<file path="config.mk">
export PLATFORM = sky130hd
export DESIGN_NAME = fifo_wr_arbiter
export DESIGN_NICKNAME = d
export VERILOG_FILES = /design/src/rtl/fifo_wr_arbiter.sv
export SDC_FILE = /design/constraint.sdc
export NUM_CORES = 1
export LEC_CHECK = 0
export CELL_PAD_IN_SITES_DETAIL_PLACEMENT = 0
export CELL_PAD_IN_SITES_GLOBAL_PLACEMENT = 2
export CORE_AREA = 3 3 78 80
export CTS_CLUSTER_DIAMETER = 30
export DETAILED_ROUTE_END_ITERATION = 12
export DIE_AREA = 0 0 81 83
export PLACE_DENSITY = 0.84
export SYNTH_ARGS = -nofsm -noshare
export SYNTH_HDL_FRONTEND = slang
export SYNTH_SLANG_ARGS = --single-unit
</file>
<file path="constraint.sdc">
create_clock -name clk -period 7.6 [get_ports clk]
set_input_delay 1.14 -clock clk [delete_from_list [all_inputs] [get_ports clk]]
set_output_delay 1.14 -clock clk [all_outputs]
set_load 0.05 [all_outputs]
</file>
<file path="src/rtl/fifo_wr_arbiter.sv">
// Round-robin scheduler sharing one fifo_fwft write port between NUM_REQ valid/ready producers.
// Grants are held per burst (last or MAX_BURST beats); a credit counter keeps registered writes from overflowing.
module fifo_wr_arbiter #(
   parameter int NUM_REQ    = 4,
   parameter int DATA_WIDTH = 8,
   parameter int FIFO_DEPTH = 8,
   parameter int MAX_BURST  = 4,
   parameter int CRED_WIDTH = $clog2(FIFO_DEPTH + 1)
) (
   input  logic                          clk,
   input  logic                          rst_n,
   input  logic [NUM_REQ-1:0]            req_valid_i,
   input  logic [NUM_REQ-1:0]            req_last_i,
   input  logic [NUM_REQ*DATA_WIDTH-1:0] req_data_i,
   output logic [NUM_REQ-1:0]            req_ready_o,
   input  logic                          fifo_ren_i,
   output logic                          fifo_wen_o,
   output logic [DATA_WIDTH-1:0]         fifo_wdata_o,
   output logic [NUM_REQ-1:0]            grant_o,
   output logic [CRED_WIDTH-1:0]         credit_o
);
   localparam int IDX_W  = $clog2(NUM_REQ);
   localparam int BEAT_W = $clog2(MAX_BURST + 1);
   localparam logic [CRED_WIDTH-1:0] CRED_FULL = CRED_WIDTH'(FIFO_DEPTH);
   localparam logic [BEAT_W-1:0]     BEAT_LAST = BEAT_W'(MAX_BURST - 1);
   localparam logic [IDX_W-1:0]      IDX_LAST  = IDX_W'(NUM_REQ - 1);

   typedef enum logic {IDLE, BURST} state_e;

   state_e                 state_q, state_d;
   logic [NUM_REQ-1:0]     grant_q, grant_d;
   logic [IDX_W-1:0]       gidx_q, gidx_d;
   logic [IDX_W-1:0]       ptr_q, ptr_d;
   logic [BEAT_W-1:0]      beat_q, beat_d;
   logic [CRED_WIDTH-1:0]  credit_q, credit_d;
   logic                   wen_q, wen_d;
   logic [DATA_WIDTH-1:0]  wdata_q, wdata_d;

   logic                   accept;
   logic                   pop_ok;
   logic                   found;
   logic [IDX_W-1:0]       pick;
   logic [IDX_W-1:0]       cand;

   assign req_ready_o = (state_q == BURST && credit_q != '0) ? grant_q : '0;
   assign accept      = |(req_valid_i & req_ready_o);
   assign pop_ok      = fifo_ren_i && (credit_q != CRED_FULL);

   // First valid requester at or after the pointer, wrapping modulo NUM_REQ.
   always_comb begin
      // NOTE: every variable assigned here gets a default first, so no path can infer a latch.
      pick  = '0;
      found = 1'b0;
      cand  = '0;
      for (int i = 0; i < NUM_REQ; i++) begin
         cand = (int'(ptr_q) + i >= NUM_REQ) ? IDX_W'(int'(ptr_q) + i - NUM_REQ)
                                             : IDX_W'(int'(ptr_q) + i);
         if (!found && req_valid_i[cand]) begin
            found = 1'b1;
            pick  = cand;
         end
      end
   end

   always_comb begin
      state_d  = state_q;
      grant_d  = grant_q;
      gidx_d   = gidx_q;
      ptr_d    = ptr_q;
      beat_d   = beat_q;
      wen_d    = accept;
      wdata_d  = wdata_q;
      credit_d = credit_q;

      if (pop_ok && !accept) begin
         credit_d = credit_q + 1'b1;
      end else if (accept && !pop_ok) begin
         credit_d = credit_q - 1'b1;
      end

      case (state_q)
         IDLE: begin
            if (found) begin
               state_d = BURST;
               grant_d = NUM_REQ'(1) << pick;
               gidx_d  = pick;
            end
         end
         BURST: begin
            if (accept) begin
               wdata_d = req_data_i[int'(gidx_q) * DATA_WIDTH +: DATA_WIDTH];
               beat_d  = beat_q + 1'b1;
               // Burst ends on last or on the MAX_BURST-th beat; the owner drops to lowest priority.
               if (req_last_i[gidx_q] || beat_q == BEAT_LAST) begin
                  state_d = IDLE;
                  grant_d = '0;
                  beat_d  = '0;
                  ptr_d   = (gidx_q == IDX_LAST) ? '0 : gidx_q + 1'b1;
               end
            end
         end
         default: state_d = IDLE;
      endcase
   end

   always_ff @(posedge clk or negedge rst_n) begin
      if (!rst_n) begin
         state_q  <= IDLE;
         grant_q  <= '0;
         gidx_q   <= '0;
         ptr_q    <= '0;
         beat_q   <= '0;
         credit_q <= CRED_FULL;
         wen_q    <= 1'b0;
         wdata_q  <= '0;
      end else begin
         // NOTE: flops take only non-blocking assignments; all next-state math lives in the comb blocks.
         state_q  <= state_d;
         grant_q  <= grant_d;
         gidx_q   <= gidx_d;
         ptr_q    <= ptr_d;
         beat_q   <= beat_d;
         credit_q <= credit_d;
         wen_q    <= wen_d;
         wdata_q  <= wdata_d;
      end
   end

   assign grant_o      = grant_q;
   assign fifo_wen_o   = wen_q;
   assign fifo_wdata_o = wdata_q;
   assign credit_o     = credit_q;

   a_grant_onehot: assert property (@(posedge clk) disable iff (!rst_n) $onehot0(grant_q));
   a_credit_bound: assert property (@(posedge clk) disable iff (!rst_n) credit_q <= CRED_FULL);
   a_pop_nonempty: assert property (@(posedge clk) disable iff (!rst_n) fifo_ren_i |-> credit_q != CRED_FULL);

endmodule
</file>
==> run_results.csv <==
group,metric,value,unit
synth,ys_top_cells_by_area,"dfrtp_1 (40%), mux4_2 (14%), mux2_1 (6.0%)",
status,status,"finished, final reports clean",
synth,synth_top_family_by_area,"multiplexers",
worst_setup_path,crit_type,"primary input to register",
floorplan,core_area,5470,um2
placed_design,dpl.hpwl,3270,um
worst_setup_path,cpPeakStageDelay,0.63,ns
clocking,cts_resized,0,
synth,synth_nets,175,
finish,nNetsFinal,237,
finish,fillers,539,
sta,finClkSkew,0.00644,ns
synth,ys_seq_area_share,41.7,%
worst_setup_path,end_kind,"register",
run,cap_violations,0,
routing,viasPerCell,4.69,
worst_setup_path,required,7.78,ns
placed_design,portBuffers,63,
finish,final-seq-area,627,um2
global_route,grt_max_degree,26,
synth,synthAdderAreaFrac,6.33,%
worst_hold_path,hp-class,"register to register",
clocking,cts_tree,"done",
worst_hold_path,min_path_cells,1,
synth,async_reset_ff_share,100,%
clocking,clk_path_buf_depth,2,
clocking,cts_root_buffer,"clkbuf_8",
power,cellLeakagePower,0.881,nW
clocking,post_cts_buffers,0,
clocking,clkTransAtPathRegs,0.08,ns
synth,synth_edf_count,0,
finish,multi_input_area,822,um2
synth,synth_ff_type,"dfrtp_1",
sta,hold_viol,0,
floorplan,ios,64,
synth,yosysMostFrequentCell,"dfrtp_1",
synth,yosysWarnings,0,
routing,wirelength,3940,um
sta,hold_slack,0.493,ns
global_route,grt_first_pass_wirelength,6550,um
synth,synth_cell_types,39,
sta,fin_crit_sh,49.8,%
finish,drive_above_1_share,10.8,%
global_route,grt_pass1_vias,1307,
global_route,grt.overflow.total,0,
sta,tightestPinTransition,1.15,ns
worst_setup_path,crit_top_cell,"ha_1",
synth,netlist_instances,125,
finish,antenna_cells,0,
routing,drt-initial-drc-count,42,
placed_design,placed_cells,254,
power,power_density,436,nW/um2
global_route,track_usage,12.6,%
synth,synth.largest_area_cell,"dfrtp_1",
clocking,htreeDepth,1,
clocking,cts.sinks,25,
sta,rsz0062_at_grt,"no",
finish,finalNonFillerCells,258,
synth,synth_seq_cells,25,
sta,finalWorstSetupSlack,3.81,ns
floorplan,fp.dieH,83,um
finish,syn2layout_area_growth,48.7,%
sta,period_needed,3.79,ns
power,ir_drop,0.000164,V
sta,relSlewSlack,22.9,%
routing,firstDrtPassIters,4,
routing,wl_per_cell,15.3,um
synth,synth_compound_area_share,11.8,%
worst_setup_path,worstPathCellList,"clkdlybuf4s50_1 > a22oi_1 > a21boi_2 > inv_2 > ha_1 > inv_1 > ha_1 > a21o_1 > a2111oi_0 > o31ai_1",
floorplan,num_rows,27,
sta,setup_violations,0,
routing,route.detailed.drc,0,
sta,max_freq,264,MHz
synth,synth_xor_xnor_area_share,1.17,%
synth,syn_area,1500,um2
synth,ys_top_cells_by_count,"dfrtp_1 (24), mux4_2 (9), mux2_1 (8), nand2_1 (8), nor2_1 (7)",
worst_setup_path,crit_path_max_fanout,15,
routing,antenna_left,0,
clocking,cts_hold_buf,0,
sta,finalSetupTns,0,ns
clocking,clock_latency,0.26,ns
synth,synth_top_cell_area_share,40.0,%
clocking,cts_inserted_buffers,3,
worst_setup_path,arrival,3.97,ns
placed_design,place.gp.congestion,0.808,
synth,synthSimpleGateAreaFrac,10.5,%
worst_setup_path,reg2reg_depth,9,
routing,vias,1210,
sta,maxSlewViolCount,0,
floorplan,initial_core_util,27.4,%
floorplan,dieArea,6720,um2
global_route,grt_antenna_before_repair,0,
floorplan,die_w,81,um
synth,synth_mux_area_share,25.0,%
placed_design,dp_slack,3.50,ns
worst_setup_path,slowest_stage,"a21boi_2",
worst_setup_path,crit_path_start_kind,"primary input",
synth,syn-mean-instance-area,12.0,um2
==> sequential cells by signal, summed over array words and instances (netlist names) <==
register / cells
ptr_q: 2
fifo_wen_o: 1
state_q: 1
fifo_wdata_o: 8
beat_q: 3
grant_o: 4
gidx_q: 2
credit_o: 4
==> report_power, final <==
part / switching, W / total [W] / internal (W)
registers: 0.0000805 / 0.000280 / 0.000199
logic: 0.000343 / 0.000618 / 0.000275
clock network: 0.0000398 / 0.0000772 / 0.0000374
==> metrics by stage <==
| step | utilization, % | total power [W] | area (um2) |
|---|---|---|---|
| floorplan | - | 0.000721 | 1500 |
| detailed placement | 40.0 | 0.000911 | 2190 |
| global route | 40.8 | 0.00105 | 2230 |
| finish | 40.8 | 0.000975 | 2230 |
| CTS | 40.8 | 0.000991 | 2230 |
| global placement | 40.0 | 0.000894 | 2190 |
==> cell usage in the layout, fill, tap and decap left out, drive strengths merged, types with 5 or more instances in the layout <==
cell            n
dfrtp          24
nor3            5
inv             5
mux4            9
ha              6
clkdlybuf4s50  63
nand2           8
mux2           12
nor2            7
and2            5
==> metal layers <==
metal,vias to the layer above,global-route usage [%],routed length [um]
li1,585,-,-
met1,603,14.1,1570
met2,18,23.2,2230
met3,4,2.49,89
met4,0,3.69,53
met5,-,0,0
==> worst max-delay path, delay by kind of cell <==
family          cells  cell delay, ns
compound gates      5            1.52
fa+ha+maj           2            0.52
buf+inv             3            0.79
==> cells by family (layout without fill, tap and decap cells) <==
logic type	count (synthesis)	count (layout)
compound gates	24	24
xor+xnor	2	2
fa+ha+maj	7	7
buf+inv	11	72
flops	25	25
mux	24	24
simple gates	32	32
==> worst paths after layout <==
path | from | end | slack [ns]
setup reg to reg | credit_o[3]$_DFFE_PN1P_ | credit_o[3]$_DFFE_PN1P_ | 4.49
min in group asynchronous | rst_n | fifo_wdata_o[5]$_DFFE_PN0P_ | 1.49
setup / recovery | req_valid_i[2] | credit_o[3]$_DFFE_PN1P_ | 3.81
hold reg to reg | beat_q[0]$_DFFE_PN0P_ | beat_q[0]$_DFFE_PN0P_ | 0.49
max in group asynchronous | rst_n | state_q$_DFF_PN0_ | 5.42
hold / removal | beat_q[0]$_DFFE_PN0P_ | beat_q[0]$_DFFE_PN0P_ | 0.49
==> final cells by class <==
cell class              instances  area share, %
multi-input cells              89           36.8
repair buffers                 63           28.2
flip-flops and latches         25           28.1
well taps                      72           4.03
clock buffers                   4           2.02
inverters                       5          0.840
No activity file was read; power rests on OpenSTA's default activity.
